## config.mk

```make
export PLATFORM = sky130hd
export DESIGN_NAME = regfile_alu_sequencer_flat
export DESIGN_NICKNAME = d
export VERILOG_FILES = /design/src/rtl/regfile_alu_sequencer_if.sv /design/src/rtl/regfile_alu_sequencer.sv /design/src/flat_wrapper.sv
export SDC_FILE = /design/constraint.sdc
export NUM_CORES = 1
export LEC_CHECK = 0
export ABC_AREA = 1
export BUFFER_PORTS_ARGS = -buffer_cell sky130_fd_sc_hd__buf_2
export CAP_MARGIN = 20
export CORE_AREA = 2 2 87 89
export CTS_CLUSTER_DIAMETER = 30
export DETAILED_ROUTE_END_ITERATION = 10
export DIE_AREA = 0 0 89 91
export PLACE_DENSITY = 0.76
export SLEW_MARGIN = 10
export SYNTH_ARGS = -nofsm -noshare
export SYNTH_HDL_FRONTEND = slang
export SYNTH_SLANG_ARGS = --single-unit
export TNS_END_PERCENT = 100
```

## constraint.sdc

```tcl
create_clock -name clk -period 2.5 [get_ports clk]
set_clock_uncertainty 0.1 [all_clocks]
set_input_delay 0.375 -clock clk [delete_from_list [all_inputs] [get_ports clk]]
set_output_delay 0.375 -clock clk [all_outputs]
set_load 0.03 [all_outputs]
```

## src/rtl/regfile_alu_sequencer_if.sv

```systemverilog
// Command and response bundle between a command master and the register-bank ALU sequencer.
interface regfile_alu_sequencer_if #(
  parameter int unsigned DW = 8,
  parameter int unsigned AW = 3
);
  logic          cmd_valid;
  logic          cmd_ready;
  logic [2:0]    cmd_op;
  logic [AW-1:0] cmd_rd;
  logic [AW-1:0] cmd_rs1;
  logic [AW-1:0] cmd_rs2;
  logic [DW-1:0] cmd_imm;
  logic          rsp_valid;
  logic [DW-1:0] rsp_data;
  logic          rsp_zero;
  logic          rsp_carry;

  modport master (
    output cmd_valid, cmd_op, cmd_rd, cmd_rs1, cmd_rs2, cmd_imm,
    input  cmd_ready, rsp_valid, rsp_data, rsp_zero, rsp_carry
  );

  modport slave (
    input  cmd_valid, cmd_op, cmd_rd, cmd_rs1, cmd_rs2, cmd_imm,
    output cmd_ready, rsp_valid, rsp_data, rsp_zero, rsp_carry
  );
endinterface

```

## src/rtl/regfile_alu_sequencer.sv

```systemverilog
// Single-command ALU sequencer: reads two bank registers, computes, writes back and responds,
// then holds off new commands until the bank's delayed write is visible.
module regfile_alu_sequencer #(
  parameter int unsigned DW     = 8,
  parameter int unsigned AW     = 3,
  parameter int unsigned WB_LAT = 2
) (
  input  logic                   clk,
  input  logic                   rst,
  regfile_alu_sequencer_if.slave io_cmd,
  output logic [AW-1:0]          o_ra1,
  output logic [AW-1:0]          o_ra2,
  input  logic [DW-1:0]          i_rd1,
  input  logic [DW-1:0]          i_rd2,
  output logic                   o_we,
  output logic [AW-1:0]          o_wa,
  output logic [DW-1:0]          o_wd
);
  typedef enum logic [2:0] {
    StIdle   = 3'd0,
    StRead   = 3'd1,
    StExec   = 3'd2,
    StWrite  = 3'd3,
    StSettle = 3'd4
  } state_e;

  state_e        r_state, w_state_next;
  logic [2:0]    r_op;
  logic [AW-1:0] r_rd, r_ra1, r_ra2, r_wa;
  logic [DW-1:0] r_imm, r_a, r_b, r_wd, r_rsp_data;
  logic          r_we, r_rsp_valid, r_rsp_zero, r_rsp_carry;
  logic [2:0]    r_cnt;
  logic          w_accept;
  logic [DW:0]   w_sum;
  logic [DW-1:0] w_res;
  logic          w_carry;

  assign io_cmd.cmd_ready = (r_state == StIdle) && !rst;
  assign w_accept         = io_cmd.cmd_valid && io_cmd.cmd_ready;

  always_ff @(posedge clk) begin
    if (rst) r_state <= StIdle;
    else     r_state <= w_state_next;
  end

  always_comb begin
    w_state_next = StIdle;
    case (r_state)
      StIdle:   w_state_next = w_accept ? StRead : StIdle;
      StRead:   w_state_next = StExec;
      StExec:   w_state_next = StWrite;
      StWrite:  w_state_next = (WB_LAT > 0) ? StSettle : StIdle;
      StSettle: w_state_next = (r_cnt == 3'd0) ? StIdle : StSettle;
      default:  w_state_next = StIdle;
    endcase
  end

  assign w_sum = {1'b0, r_a} + {1'b0, r_b};

  always_comb begin
    w_res   = '0;
    w_carry = 1'b0;
    case (r_op)
      3'b000: begin
        w_res   = w_sum[DW-1:0];
        w_carry = w_sum[DW];
      end
      3'b001: begin
        w_res   = r_a - r_b;
        w_carry = (r_a < r_b);
      end
      3'b010:  w_res = r_a & r_b;
      3'b011:  w_res = r_a | r_b;
      3'b100:  w_res = r_a ^ r_b;
      3'b101:  w_res = r_a << r_b[2:0];
      3'b110:  w_res = r_a >> r_b[2:0];
      default: w_res = r_imm;
    endcase
  end

  always_ff @(posedge clk) begin
    if (rst) begin
      r_op        <= '0;
      r_rd        <= '0;
      r_imm       <= '0;
      r_ra1       <= '0;
      r_ra2       <= '0;
      r_a         <= '0;
      r_b         <= '0;
      r_we        <= 1'b0;
      r_wa        <= '0;
      r_wd        <= '0;
      r_rsp_valid <= 1'b0;
      r_rsp_data  <= '0;
      r_rsp_zero  <= 1'b0;
      r_rsp_carry <= 1'b0;
      r_cnt       <= '0;
    end else begin
      r_we        <= 1'b0;
      r_rsp_valid <= 1'b0;
      case (r_state)
        StIdle: begin
          if (w_accept) begin
            r_op  <= io_cmd.cmd_op;
            r_rd  <= io_cmd.cmd_rd;
            r_imm <= io_cmd.cmd_imm;
            r_ra1 <= io_cmd.cmd_rs1;
            r_ra2 <= io_cmd.cmd_rs2;
          end
        end
        StRead: begin
          r_a <= i_rd1;
          r_b <= i_rd2;
        end
        StExec: begin
          r_wa        <= r_rd;
          r_wd        <= w_res;
          r_rsp_data  <= w_res;
          r_rsp_zero  <= (w_res == '0);
          r_rsp_carry <= w_carry;
          r_we        <= (r_rd != '0);  // x0 is hardwired; never write it
          r_rsp_valid <= 1'b1;
        end
        StWrite: begin
          if (WB_LAT > 0) r_cnt <= 3'(WB_LAT - 1);
        end
        StSettle: begin
          if (r_cnt != 3'd0) r_cnt <= r_cnt - 3'd1;
        end
        default: ;
      endcase
    end
  end

  assign o_ra1            = r_ra1;
  assign o_ra2            = r_ra2;
  assign o_we             = r_we;
  assign o_wa             = r_wa;
  assign o_wd             = r_wd;
  assign io_cmd.rsp_valid = r_rsp_valid;
  assign io_cmd.rsp_data  = r_rsp_data;
  assign io_cmd.rsp_zero  = r_rsp_zero;
  assign io_cmd.rsp_carry = r_rsp_carry;
endmodule

```

## src/flat_wrapper.sv

```systemverilog
// flat-port wrapper written by rule: the top's interface ports become plain ports
module regfile_alu_sequencer_flat 
#(
  parameter int unsigned DW     = 8,
  parameter int unsigned AW     = 3,
  parameter int unsigned WB_LAT = 2
)
  (clk, rst, o_ra1, o_ra2, i_rd1, i_rd2, o_we, o_wa, o_wd, io_cmd_cmd_valid, io_cmd_cmd_op, io_cmd_cmd_rd, io_cmd_cmd_rs1, io_cmd_cmd_rs2, io_cmd_cmd_imm, io_cmd_cmd_ready, io_cmd_rsp_valid, io_cmd_rsp_data, io_cmd_rsp_zero, io_cmd_rsp_carry);
  regfile_alu_sequencer_if #(.DW(DW), .AW(AW)) io_cmd_i ();
  input  logic clk;
  input  logic rst;
  output logic [AW-1:0] o_ra1;
  output logic [AW-1:0] o_ra2;
  input  logic [DW-1:0] i_rd1;
  input  logic [DW-1:0] i_rd2;
  output logic o_we;
  output logic [AW-1:0] o_wa;
  output logic [DW-1:0] o_wd;
  input wire logic [$bits(io_cmd_i.cmd_valid)-1:0] io_cmd_cmd_valid;
  input wire logic [$bits(io_cmd_i.cmd_op)-1:0] io_cmd_cmd_op;
  input wire logic [$bits(io_cmd_i.cmd_rd)-1:0] io_cmd_cmd_rd;
  input wire logic [$bits(io_cmd_i.cmd_rs1)-1:0] io_cmd_cmd_rs1;
  input wire logic [$bits(io_cmd_i.cmd_rs2)-1:0] io_cmd_cmd_rs2;
  input wire logic [$bits(io_cmd_i.cmd_imm)-1:0] io_cmd_cmd_imm;
  output wire logic [$bits(io_cmd_i.cmd_ready)-1:0] io_cmd_cmd_ready;
  output wire logic [$bits(io_cmd_i.rsp_valid)-1:0] io_cmd_rsp_valid;
  output wire logic [$bits(io_cmd_i.rsp_data)-1:0] io_cmd_rsp_data;
  output wire logic [$bits(io_cmd_i.rsp_zero)-1:0] io_cmd_rsp_zero;
  output wire logic [$bits(io_cmd_i.rsp_carry)-1:0] io_cmd_rsp_carry;
  assign io_cmd_i.cmd_valid = io_cmd_cmd_valid;
  assign io_cmd_i.cmd_op = io_cmd_cmd_op;
  assign io_cmd_i.cmd_rd = io_cmd_cmd_rd;
  assign io_cmd_i.cmd_rs1 = io_cmd_cmd_rs1;
  assign io_cmd_i.cmd_rs2 = io_cmd_cmd_rs2;
  assign io_cmd_i.cmd_imm = io_cmd_cmd_imm;
  assign io_cmd_cmd_ready = io_cmd_i.cmd_ready;
  assign io_cmd_rsp_valid = io_cmd_i.rsp_valid;
  assign io_cmd_rsp_data = io_cmd_i.rsp_data;
  assign io_cmd_rsp_zero = io_cmd_i.rsp_zero;
  assign io_cmd_rsp_carry = io_cmd_i.rsp_carry;
  regfile_alu_sequencer #(.DW(DW), .AW(AW), .WB_LAT(WB_LAT)) u_core (.clk(clk), .rst(rst), .io_cmd(io_cmd_i), .o_ra1(o_ra1), .o_ra2(o_ra2), .i_rd1(i_rd1), .i_rd2(i_rd2), .o_we(o_we), .o_wa(o_wa), .o_wd(o_wd));
endmodule
```

Word-level counts from Yosys, hierarchy flattened
Cells that the tools add are included.
{"block": "word_totals", "inputBits": 39, "register_bits": 57}
{"block": "classes", "n_addsub": 3, "n_reduce_logical": 13, "order_cmp": 1, "bitwise_logic": 4, "mux": 8, "shift": 2, "n_eq_ne": 11}
{"operator": "case mux 8 bit (7 select lines)", "n": 1}
{"operator": "case mux 3 bit (5 select lines)", "n": 1}
{"operator": "== test 3 x 2 -> 1 bit (second input constant)", "n": 4}
{"operator": "== test 3 bit (second input constant)", "n": 4}
{"operator": "adder 8 x 8 -> 9 bit", "n": 1}
{"operator": "zero test 3 bit", "n": 3}
{"operator": "AND 8 bit", "n": 1}
{"operator": "zero test 8 bit", "n": 1}
{"operator": "< comparator 8 bit", "n": 1}
{"operator": "OR 8 bit", "n": 1}
{"operator": "left shift 8 x 3 -> 8 bit", "n": 1}
{"operator": "right shift 8 x 3 -> 8 bit", "n": 1}
{"operator": "subtractor 8 bit", "n": 1}
{"operator": "bitwise XOR 8 bit", "n": 1}
{"operator": "== test 3 x 1 -> 1 bit (second input constant)", "n": 2}
{"operator": "two-way mux 3 bit", "n": 2}
{"operator": "case mux 3 bit (2 select lines)", "n": 1}
{"operator": "nonzero test 3 bit", "n": 2}
{"operator": "AND reduction 2 bit", "n": 2}
{"operator": "subtractor 3 x 1 -> 3 bit (second input constant)", "n": 1}
{"operator": "logical AND 1 bit", "n": 2}
{"operator": "two-way mux 1 bit", "n": 2}
{"operator": "inequality test 2 x 1 -> 1 bit (second input constant)", "n": 1}
{"operator": "case mux 1 bit (2 select lines)", "n": 1}
{"operator": "4 further kinds", "n": 4}

Depth between registers and ports, before layout
Gate-level depths: netlist (run 1).
{"block": "logic_depth", "word_depth": 5, "depth_mapped": 17}

Worst setup path after synthesis (run 1)
Ideal clock, no wire load.
{"block": "synth_path", "path_type": "input-to-reg", "start": "in rst", "end": "reg u_core.r_imm[1]", "path_stages": 6, "arrival_time_ns": 2.203, "path_buffers": 2, "path_slack_ns": 0.069, "setup_ns": 0.128, "path_cell_list": "clkbuf_1 > nor4_1 > nand2_1 > clkbuf_1 > o21ai_0 > a21oi_1"}
{"block": "synth_between", "elab_chain_cells": 4}
{"element": "from (decl)", "line": "flat_wrapper.sv:11", "source": "input logic rst;"}
{"element": "zero test 1 bit", "line": "regfile_alu_sequencer.sv:38", "source": "assign io_cmd.cmd_ready = (r_state == StIdle) && !rst;"}
{"element": "logical AND 1 bit", "line": "regfile_alu_sequencer.sv:38"}
{"element": "net io_cmd_cmd_ready", "line": "flat_wrapper.sv:25", "source": "output wire logic [$bits(io_cmd_i.cmd_ready)-1:0] io_cmd_cmd_ready;"}
{"element": "logical AND 1 bit", "line": "regfile_alu_sequencer.sv:39", "source": "assign w_accept = io_cmd.cmd_valid && io_cmd.cmd_ready;"}
{"element": "AND reduction 2 bit (no line)"}
{"element": "to (signal assigned)", "line": "regfile_alu_sequencer.sv:106", "source": "r_imm <= io_cmd.cmd_imm;"}
{"element": "to (decl)", "line": "regfile_alu_sequencer.sv:30", "source": "logic [DW-1:0] r_imm, r_a, r_b, r_wd, r_rsp_data;"}
The timed path passes the listed nets, and every way through them passes these cells.
A chain may end at the register's enable or synchronous reset.

Worst setup path after layout (run 1)
{"block": "layout_path", "start": "reg u_core.r_a[0]", "end": "reg u_core.r_rsp_zero, in the netlist u_core.io_cmd.rsp_zero"}
{"block": "layout_between", "elab_chain_cells": 3}
{"element": "from (decl)", "line": "regfile_alu_sequencer.sv:30"}
{"element": "from (signal assigned)", "line": "regfile_alu_sequencer.sv:112", "source": "r_a <= i_rd1;"}
{"element": "subtractor 8 bit (tied with other cells)", "line": "regfile_alu_sequencer.sv:69", "source": "w_res = r_a - r_b;"}
{"element": "case mux 8 bit (7 select lines) *", "line": "regfile_alu_sequencer.sv:63", "source": "case (r_op)"}
{"element": "zero test 8 bit *", "line": "regfile_alu_sequencer.sv:119", "source": "r_rsp_zero <= (w_res == '0);"}
{"element": "to (signal assigned)", "line": "regfile_alu_sequencer.sv:119"}
{"element": "to (decl)", "line": "regfile_alu_sequencer.sv:31", "source": "logic r_we, r_rsp_valid, r_rsp_zero, r_rsp_carry;"}
Mark *: on every way between the ends. The rest lies on a longest branch, timed or not.

==> results of run 1 <==
## area by class of cell
cell class | instances | area, µm² | share of cell area, %
clock buffers | 11 | 131 | 2.99
multi-input cells | 421 | 2210 | 50.4
flip-flops and latches | 57 | 1140 | 26.0
well taps | 99 | 124 | 2.82
clock inverters | 5 | 78.8 | 1.79
inverters | 75 | 282 | 6.40
repair buffers | 79 | 423 | 9.62
## cell families after synthesis
logic type | after synthesis | share of synthesized area [%]
buffers and inverters | 106 | 12.0
adders and majority gates | 29 | 9.98
DFF | 57 | 30.1
and+or+nand+nor | 282 | 32.7
AOI/OAI and AO/OA | 110 | 15.1
## critical path: stages (launching register included)
cell	delay [ns]
dfxtp_2	0.35
ha_1	0.23
fa_1	0.44
or2_2	0.32
nand3_1	0.08
nand2_1	0.05
nor2_1	0.11
nand3_1	0.09
nand2_1	0.09
nand3_1	0.08
nor2_1	0.12
nand3_1	0.09
a21oi_1	0.13
## synthesized netlist by cell type, types with 4 or more instances
cell | n | area (µm²)
clkbuf_1 | 14 | 52.6
a21oi_1 | 56 | 280
dfxtp_1 | 57 | 1140
ha_1 | 27 | 338
inv_2 | 5 | 18.8
o21ai_0 | 46 | 230
buf_4 | 12 | 90.1
nor2_1 | 30 | 113
nand3_1 | 88 | 440
inv_1 | 69 | 259
nand2_1 | 144 | 541
buf_2 | 4 | 20.0
## sequential cells by signal (all words and copies together), names as in the netlist, 8 cells and up
signal and count:
u_core.io_cmd.rsp_data 8, u_core.r_a 8, u_core.r_b 8, u_core.r_imm 8
## through the flow
step | setup WS, ns | hold WS [ns] | std cells | total power [mW]
3_5_place_dp | 0.143 | 0.348 | 730 | 1.81
3_3_place_gp | 0.230 | 0.340 | 730 | 1.81
2_1_floorplan | 0.0687 | 0.330 | 584 | 1.62
6_report | 0.164 | 0.178 | 747 | 2.80
5_1_grt | 0.0118 | 0.196 | 747 | 2.94
4_1_cts | 0.135 | 0.171 | 746 | 2.76
## what timing repair did
action	in CTS	in global routing
setup buffers	0	1
endpoints found under the setup margin	0	1
endpoints found under the hold margin	0	0
resized for setup	0	10
## placed cells by master, fill, tap and decap left out, types with 2 or more instances in the layout
cell type and n:
nand2_1 143, nand3_1 88, inv_1 68, buf_2 68
a21oi_1 56, dfxtp_1 55, o21ai_0 46, nor2_1 29
ha_1 24, buf_4 11, clkbuf_8 9, inv_2 6
nor3_1 3, o211ai_1 3, nor2_2 3, nand4_1 3
nor3_2 2, nand3b_1 2, nand2_2 2, or2_2 2
ha_2 2, clkinv_2 2, bufinv_16 2, clkbuf_1 2
dfxtp_2 2
## where the power goes
group,leakage [nW],internal (mW),switching [mW]
logic,1.57,0.270,0.530
registers,0.466,0.977,0.0604
clock network,0.108,0.562,0.396
## layer usage
layer / vias up / part of all wire (%) / track usage, %
met5: - / 0 / 0
met4: 0 / 3.5 / 12.1
met3: 39 / 6.4 / 6.09
met2: 193 / 47 / 45.4
met1: 1892 / 43 / 36.8
li1: 2020 / - / -
## worst max path at each step
| stage | from | endpoint | cells after the start |
|---|---|---|---|
| after floorplan | rst | u_core.r_imm[1] | 6 |
| after global placement | u_core.r_b[2] | u_core.io_cmd.rsp_zero | 15 |
| after detailed placement | u_core.r_b[2] | u_core.io_cmd.rsp_zero | 15 |
| after CTS | u_core.r_a[0] | u_core.io_cmd.rsp_zero | 14 |
| after global routing | u_core.r_a[5] | u_core.io_cmd.rsp_zero | 15 |
| final | u_core.r_a[0] | u_core.io_cmd.rsp_zero | 12 |
==> summary.md, run 1 <==
| Metric | Value |
|---|---|
| Filler Cell Count | 704 |
| DRC viols | 0 |
| Critical Path RT | 2.68 ns |
| Share of cells above drive strength 1 | 17.9% |
| Post-synth EDFFs | 0 |
| Placed Instance Area | 4150 µm² |
| Crit start category | flip-flop |
| Starting Density | 53.0% |
| Post-route ant nets | 0 |
| Type of the tightest min-delay check | in2reg |
| Clock Pin Slew Worst Setup and Hold Paths | 0.08 ns |
| R2r startpoint | u_core.r_a[0] |
| Hold Path Origin | io_cmd_cmd_rs1[1] |
| Worst Reg-to-Reg Cells | 12 |
| Final setup fails | 0 |
| Synthesis-stage register bit count | 57 |
| Initial DRC Count | 381 |
| Max clock buf depth | 2 |
| Max Fanout on Critical Path | 4 |
| Die Wd | 89 µm |
| I/O pins | 69 |
| All-Layer GR Usage | 28.5% |
| CTS tree | yes |
| RD Place Congestion | 1.07 |
| Ant. Diodes | 0 |
| Core footprint | 7140 µm² |
| First-pass GRT wire length | 18000 µm |
| Die Y | 91 µm |
| Initial DRT Pass Iterations | 6 |
| Die area | 8100 µm² |
| Setup CP Type | reg2reg |
| Final instance area | 4400 µm² |
| DP HPWL | 8600 µm |
| Layout area overhead | 16.1% |
| Gr ovfl total | 0 |
| Root Driver | clkbuf_8 |
| Crit. End Element | flip-flop |
| Leak pwr | 2.14 nW |
| Largest net degree at the start of global routing | 34 |
| CTS Sinks | 57 |
| Num CTS Buffers | 9 |
| Unique cell type count in the Yosys netlist | 33 |
| Hold Crit Endpoint | u_core.o_ra1[1] |
| WP data arrival | 2.52 ns |
| CTS hold repair buffers | 0 |
| Wire per inst | 15.2 µm |
| Initial antenna violation count | 0 |
| Vias in the first global route | 3832 |
| Worst Tran Pin Value | 0.697 ns |
| Mapped cell area | 3780 µm² |
| Fin. max-slew vios | 0 |
| Power Density | 636 nW/µm² |
| Max Cap Violations | 0 |
| Sequential share of the synthesized area | 30.1% |
| Port bufs | 68 |
| Vias per cell | 5.55 |
| R2R Path End | u_core.io_cmd.rsp_zero |
| Final Hold Vio Count | 0 |
| Fmax | 428 MHz |
| Rows | 31 |
| Htree depth | 3 |
| Post-synth net total | 652 |
| WL final | 11400 µm |
| Routed via count | 4144 |
| Later-pin clock latency in the skew report | 0.34 ns |
| Status | finished clean |
| Yosys Warn Count | 0 |
| RSZ-0062 raised after global routing | no |
| Synthesized instance count | 584 |
| Worst IR Drop VDD | 0.393 mV |
| Post-layout nets | 711 |
| R2R setup slack | 0.16 ns |
| Average cell area after synthesis | 6.48 µm² |
| Worst Hold Depth | 3 |
| Final min period | 2.34 ns |
| Slew margin rel. | 53.3% |
| Crit share post-route | 93.4% |
| Final core utilization | 61.6% |
| Ys async rst share | 0% |
| Synth Flop Type | dfxtp_1 |
| Setup TNS | 0 ns |
No activity file was read; power rests on OpenSTA's default activity.
==> inputs of run 2 (changes only) <==
--- a/config.mk
+++ b/config.mk
@@ -5,13 +5,13 @@
 export SDC_FILE = /design/constraint.sdc
 export NUM_CORES = 1
 export LEC_CHECK = 0
-export ABC_AREA = 1
+export ABC_AREA = 0
 export BUFFER_PORTS_ARGS = -buffer_cell sky130_fd_sc_hd__buf_2
 export CAP_MARGIN = 20
-export CORE_AREA = 2 2 87 89
+export CORE_AREA = 2 2 88 90
 export CTS_CLUSTER_DIAMETER = 30
 export DETAILED_ROUTE_END_ITERATION = 10
-export DIE_AREA = 0 0 89 91
+export DIE_AREA = 0 0 90 92
 export PLACE_DENSITY = 0.76
 export SLEW_MARGIN = 10
 export SYNTH_ARGS = -nofsm -noshare
==> summary.md, run 2 <==
| Metric | Value |
|---|---|
| Synthesized instance count | 488 |
| Later-pin clock latency in the skew report | 0.35 ns |
| Post-route ant nets | 0 |
| Mapped cell area | 3850 µm² |
| Slew margin rel. | 54.4% |
| Ys async rst share | 0% |
| Max Fanout on Critical Path | 6 |
| Htree depth | 3 |
| Share of cells above drive strength 1 | 36.5% |
| Sw frac | 32.0% |
| Rows | 32 |
| Synthesis-stage register bit count | 57 |
| Critical Path RT | 2.66 ns |
| Met2 wire len | 5840 µm |
| Worst Tran Pin Value | 0.683 ns |
| DP HPWL | 8720 µm |
| Initial antenna violation count | 0 |
| Gr ovfl total | 0 |
| Crit. End Element | flip-flop |
| Post-synth EDFFs | 0 |
| DR WL met3 | 560 µm |
| Die area | 8280 µm² |
| Most frequent cell after synthesis | nand2_1 |
| Met1 WL | 5090 µm |
| Flop pwr share | 34.8% |
| Ant. Diodes | 0 |
| Worst path cell trace | buf_12 -> ha_4 -> inv_2 -> fa_2 -> o2bb2ai_2 -> a221oi_2 -> a31oi_2 -> or3_4 -> or4_1 -> o41ai_2 |
| Yosys Warn Count | 0 |
| All-Layer GR Usage | 28.5% |
| Total Power | 2.93 mW |
| First-pass GRT wire length | 18700 µm |
| CTS tree | yes |
| P_int | 1.99 mW |
| Synth cell count leaders | 101 x nand2_1, 57 x a21oi_1, 57 x dfxtp_1 |
| Crit share post-route | 116% |
| Max incr delay on CP | 0.46 ns |
| CP max-delay cell | fa_2 |
| DRC viols | 0 |
| Core footprint | 7450 µm² |
| Switching Power | 937 µW |
| Num CTS Buffers | 9 |
| Filler Cell Count | 606 |
| Largest net degree at the start of global routing | 53 |
| Routed via count | 4083 |
| Top cell type's share of synthesized area | 29.7% |
| Synth Flop Type | dfxtp_1 |
| Clock Pin Slew Worst Setup and Hold Paths | 0.07 ns |
| Most common cell after layout, fill and taps aside | nand2_1 |
| CTS hold repair buffers | 0 |
| Final setup fails | 3 |
| CTS Sinks | 57 |
| DR top layer | met4 |
| Failing checks | negative setup slack |
| I/O pins | 69 |
| Final Hold Vio Count | 0 |
| Type of the tightest min-delay check | in2reg |
| RSZ-0062 raised after global routing | yes |
| Vias per cell | 5.68 |
| Die Y | 92 µm |
| Vias in the first global route | 3827 |
| Root Driver | clkbuf_8 |
| Crit-path leading delay family | simple AND/OR/NAND/NOR gates |
| Worst IR Drop VDD | 0.432 mV |
| Register area | 1160 µm² |
| RD Place Congestion | 0.928 |
| Initial DRC Count | 260 |
| Buf/Inv on CP | 2 |
| Setup WS post-layout | -0.401 ns |
| Final min period | 2.90 ns |
| Unique cell type count in the Yosys netlist | 64 |
| Leak pwr | 2.28 nW |
| Setup CP Type | reg2reg |
| WP data arrival | 3.06 ns |
| Sequential share of the synthesized area | 29.7% |
| Final core utilization | 71.0% |
| Die Wd | 90 µm |
| Multi-input combinational cell area | 2630 µm² |
| Cell taking the most area after synthesis | dfxtp_1 |
| Fin. max-slew vios | 0 |
| Layout area overhead | 37.3% |
| Fmax | 345 MHz |
| Crit start category | flip-flop |
| Post-layout nets | 680 |
| Post-synth net total | 556 |
| Most frequent cells in the layout | 101 x nand2_1, 82 x buf_4, 68 x buf_2, 55 x a21oi_1, 51 x dfxtp_1 |
| Starting Density | 51.7% |
| Port bufs | 68 |
| Power share of the combinational group | 30.5% |
| Max clock buf depth | 2 |
| WL final | 11800 µm |
| Wire per inst | 16.5 µm |
| Power Density | 554 nW/µm² |
| Ranking of synthesized cells by area | dfxtp_1 30%, nand2_1 9.9%, ha_1 8.8% |
| Average cell area after synthesis | 7.88 µm² |
| Clock share of power | 34.7% |
| Status | complete, but fails checks |
| Max Cap Violations | 0 |
| Initial DRT Pass Iterations | 7 |
==> run 2: cell count changes after synthesis, moves of 6 or more <==
cell | before | now
nand3_1 | 88 | 6
mux4_2 | 0 | 6
nor3_1 | 3 | 13
inv_1 | 69 | 28
nand2_1 | 144 | 101
o21ai_0 | 46 | 8
nand2b_1 | 0 | 6
clkbuf_1 | 14 | 29
xnor2_1 | 0 | 7
nor2_1 | 30 | 21
nor2b_1 | 1 | 11
a31oi_1 | 0 | 7
==> run 2: path summary, 6_finish.rpt <==
path                    from                      to  slack, ns  cells past startpoint
min reg2reg  u_core.o_ra1[0]         u_core.o_ra1[0]       0.35                      2
min                 i_rd1[3]           u_core.r_a[3]       0.15                      3
max reg2reg    u_core.r_b[0]  u_core.io_cmd.rsp_zero      -0.40                     10
max            u_core.r_b[0]  u_core.io_cmd.rsp_zero      -0.40                     10
==> run 2: cell families (layout without fill, tap and decap cells) <==
group | after synthesis | count (layout) | synth area share (%)
flip-flops | 57 | 57 | 29.7
AO/OA/AOI/OAI | 123 | 123 | 21.1
AND/OR/NAND/NOR | 185 | 185 | 22.1
adder cells (fa/ha/maj) | 29 | 29 | 9.82
multiplexers | 15 | 15 | 7.58
XOR/XNOR | 8 | 8 | 1.82
buffers and inverters | 71 | 200 | 7.93
==> run 2: power groups by stage <==
stage               clock network (mW)  logic [mW]  registers [mW]
floorplan                            0       0.461            1.06
detailed placement                   0       0.775            1.04
CTS                               1.03       0.835            1.02
global route                      1.06       0.964            1.02
finish                            1.02       0.893            1.02
global placement                     0       0.760            1.03
==> run 2: stage by stage <==
step | cells | hold slack, ns | setup TNS [ns] | instance area, µm² | setup WS [ns]
floorplan | 488 | 0.336 | -0.321 | 3890 | -0.321
global placement | 693 | 0.340 | -0.915 | 4720 | -0.482
detailed placement | 693 | 0.347 | -1.28 | 4720 | -0.582
CTS | 718 | 0.148 | -0.596 | 5140 | -0.336
global route | 719 | 0.153 | -1.03 | 5280 | -0.535
finish | 719 | 0.152 | -0.517 | 5280 | -0.401
==> run 2: repair_timing <==
item,4_1_cts,5_1_grt
resized for setup,30,28
setup buffers,9,7
pin swaps,16,14
endpoints found under the setup margin,7,9
cloned,0,0
==> run 2: layout make-up <==
| class | instances | area share (%) |
|---|---|---|
| clock inverter | 4 | 1.42 |
| multi-input combinational | 360 | 49.7 |
| sequential | 57 | 21.9 |
| clock buffer | 12 | 2.94 |
| timing repair buffer | 156 | 19.5 |
| inverter | 28 | 2.04 |
| tap | 102 | 2.42 |
==> run 2: metal layers <==
layer | vias up | GRT usage, %
li1 | 1959 | -
met3 | 32 | 5.59
met1 | 1947 | 35.9
met5 | - | 0
met4 | 0 | 11.3
met2 | 145 | 48.3
==> run 2: worst register-to-register path: stages (launching register included) <==
cell	delay, ns
dfxtp_4	0.42
buf_12	0.12
ha_4	0.13
inv_2	0.04
fa_2	0.46
o2bb2ai_2	0.14
a221oi_2	0.34
a31oi_2	0.09
or3_4	0.39
or4_1	0.42
o41ai_2	0.19
==> inputs of run 3 (changes only) <==
==> constraint.sdc (replaced) <==
create_clock -name clk -period 3.4 [get_ports clk]
set_clock_uncertainty 0.1 [all_clocks]
set_input_delay 0.51 -clock clk [delete_from_list [all_inputs] [get_ports clk]]
set_output_delay 0.51 -clock clk [all_outputs]
set_load 0.03 [all_outputs]
==> summary.md, run 3 (synthesized netlist as in run 2, its figures left out) <==
| Metric | Value |
|---|---|
| Final instance area | 4410 µm² |
| Worst IR Drop VDD | 0.234 mV |
| Starting Density | 51.7% |
| First-pass GRT wire length | 16400 µm |
| CTS hold repair buffers | 0 |
| CTS Sinks | 57 |
| Most common cell after layout, fill and taps aside | nand2_1 |
| Largest net degree at the start of global routing | 30 |
| Final core utilization | 59.2% |
| Worst Tran Pin Value | 0.924 ns |
| Vias in the first global route | 3497 |
| Most frequent cells in the layout | 101 x nand2_1, 68 x buf_2, 57 x a21oi_1, 57 x dfxtp_1, 28 x inv_1 |
| Fin. max-slew vios | 0 |
| Fmax | 307 MHz |
| Die area | 8280 µm² |
| Slew margin rel. | 38.2% |
| Post-route ant nets | 0 |
| Ant. Diodes | 0 |
| Filler Cell Count | 718 |
| Gr ovfl total | 0 |
| Max clock buf depth | 2 |
| DP HPWL | 7370 µm |
| Setup CP Type | reg2reg |
| Rows | 32 |
| Number of gates resized after cts | 0 |
| Wire per inst | 15.3 µm |
| Later-pin clock latency in the skew report | 0.34 ns |
| Crit. End Element | flip-flop |
| DR top layer | met4 |
| Final Hold Vio Count | 0 |
| Max Cap Violations | 0 |
| Switching Power | 627 µW |
| Total Power | 1.86 mW |
| All-Layer GR Usage | 24.3% |
| Power Density | 422 nW/µm² |
| RSZ-0062 raised after global routing | no |
| Core footprint | 7450 µm² |
| Placed Instance Area | 4200 µm² |
| Met1 WL | 4430 µm |
| Die Wd | 90 µm |
| Post-layout nets | 603 |
| Clock share of power | 34.7% |
| Initial antenna violation count | 0 |
| Vias per cell | 5.82 |
| Share of cells above drive strength 1 | 19.8% |
| Num CTS Buffers | 9 |
| Post-CTS Setup Bufs | 0 |
| Met2 wire len | 4500 µm |
| Htree depth | 3 |
| Port bufs | 68 |
| Crit start category | flip-flop |
| I/O pins | 69 |
| P_int | 1.23 mW |
| Critical Path RT | 3.55 ns |
| Initial DRC Count | 246 |
| Max Fanout on Critical Path | 16 |
| WP data arrival | 3.41 ns |
| WL final | 9800 µm |
| Flop pwr share | 40.4% |
| Sw frac | 33.7% |
| Routed via count | 3734 |
| Crit share post-route | 95.8% |
| Status | finished clean |
| DRC viols | 0 |
| Final min period | 3.26 ns |
| Type of the tightest min-delay check | in2reg |
| Die Y | 92 µm |
| Layout area overhead | 14.5% |
| RD Place Congestion | 0.962 |
| Power share of the combinational group | 25.0% |
| Leak pwr | 1.82 nW |
| Clock Pin Slew Worst Setup and Hold Paths | 0.08 ns |
| Pre-CTS setup slack | 0.180 ns |
| Root Driver | clkbuf_8 |
| Final setup fails | 0 |
| CTS tree | yes |
| Setup WS post-layout | 0.142 ns |
| Setup TNS | 0 ns |
| Initial DRT Pass Iterations | 5 |
| DR WL met3 | 608 µm |
run 3: final cells by class:
cell class / count / area (µm²) / share of cell area [%]
clock buffer: 9 / 124 / 2.81
clock inverter: 7 / 78.8 / 1.79
inverter: 28 / 105 / 2.39
multi-input combinational: 360 / 2410 / 54.6
sequential: 57 / 1140 / 25.9
tap: 102 / 128 / 2.90
timing repair buffer: 79 / 423 / 9.60
run 3: power by group through the flow:
stage	Combinational [mW]	Clock [mW]	Sequential [mW]
floorplan	0.329	0	0.776
global placement	0.450	0	0.762
detailed placement	0.458	0	0.765
CTS	0.459	0.657	0.750
global route	0.511	0.693	0.758
finish	0.465	0.645	0.751
run 3: path summary, 6_finish.rpt:
| check | start | endpoint | slack [ns] | depth (start not counted) |
|---|---|---|---|---|
| setup reg to reg | u_core.r_b[0] | u_core.io_cmd.rsp_zero | 0.14 | 8 |
| hold / removal | io_cmd_cmd_rs1[2] | u_core.o_ra1[2] | 0.30 | 3 |
| hold reg to reg | u_core.o_wa[2] | u_core.o_wa[2] | 0.35 | 2 |
| setup / recovery | u_core.r_b[0] | u_core.io_cmd.rsp_zero | 0.14 | 8 |
run 3: worst max-delay path: stages, from the launching register on:
cell	delay, ns
dfxtp_1	0.41
buf_4	0.29
mux4_2	0.56
a32o_1	0.28
a222oi_1	0.41
o21ai_1	0.08
or3_1	0.30
or4_1	0.42
o41ai_2	0.31
run 3: per-layer routing:
| layer | up-vias | GRT usage, % |
|---|---|---|
| met5 | - | 0 |
| met4 | 0 | 10.8 |
| met3 | 26 | 3.86 |
| met2 | 160 | 39.6 |
| met1 | 1750 | 32.0 |
| li1 | 1798 | - |
run 3: per-stage QoR:
stage	std cells	hold slack [ns]
CTS	642	0.287
global route	642	0.280
floorplan	488	0.336
global placement	626	0.339
finish	642	0.296
detailed placement	626	0.344
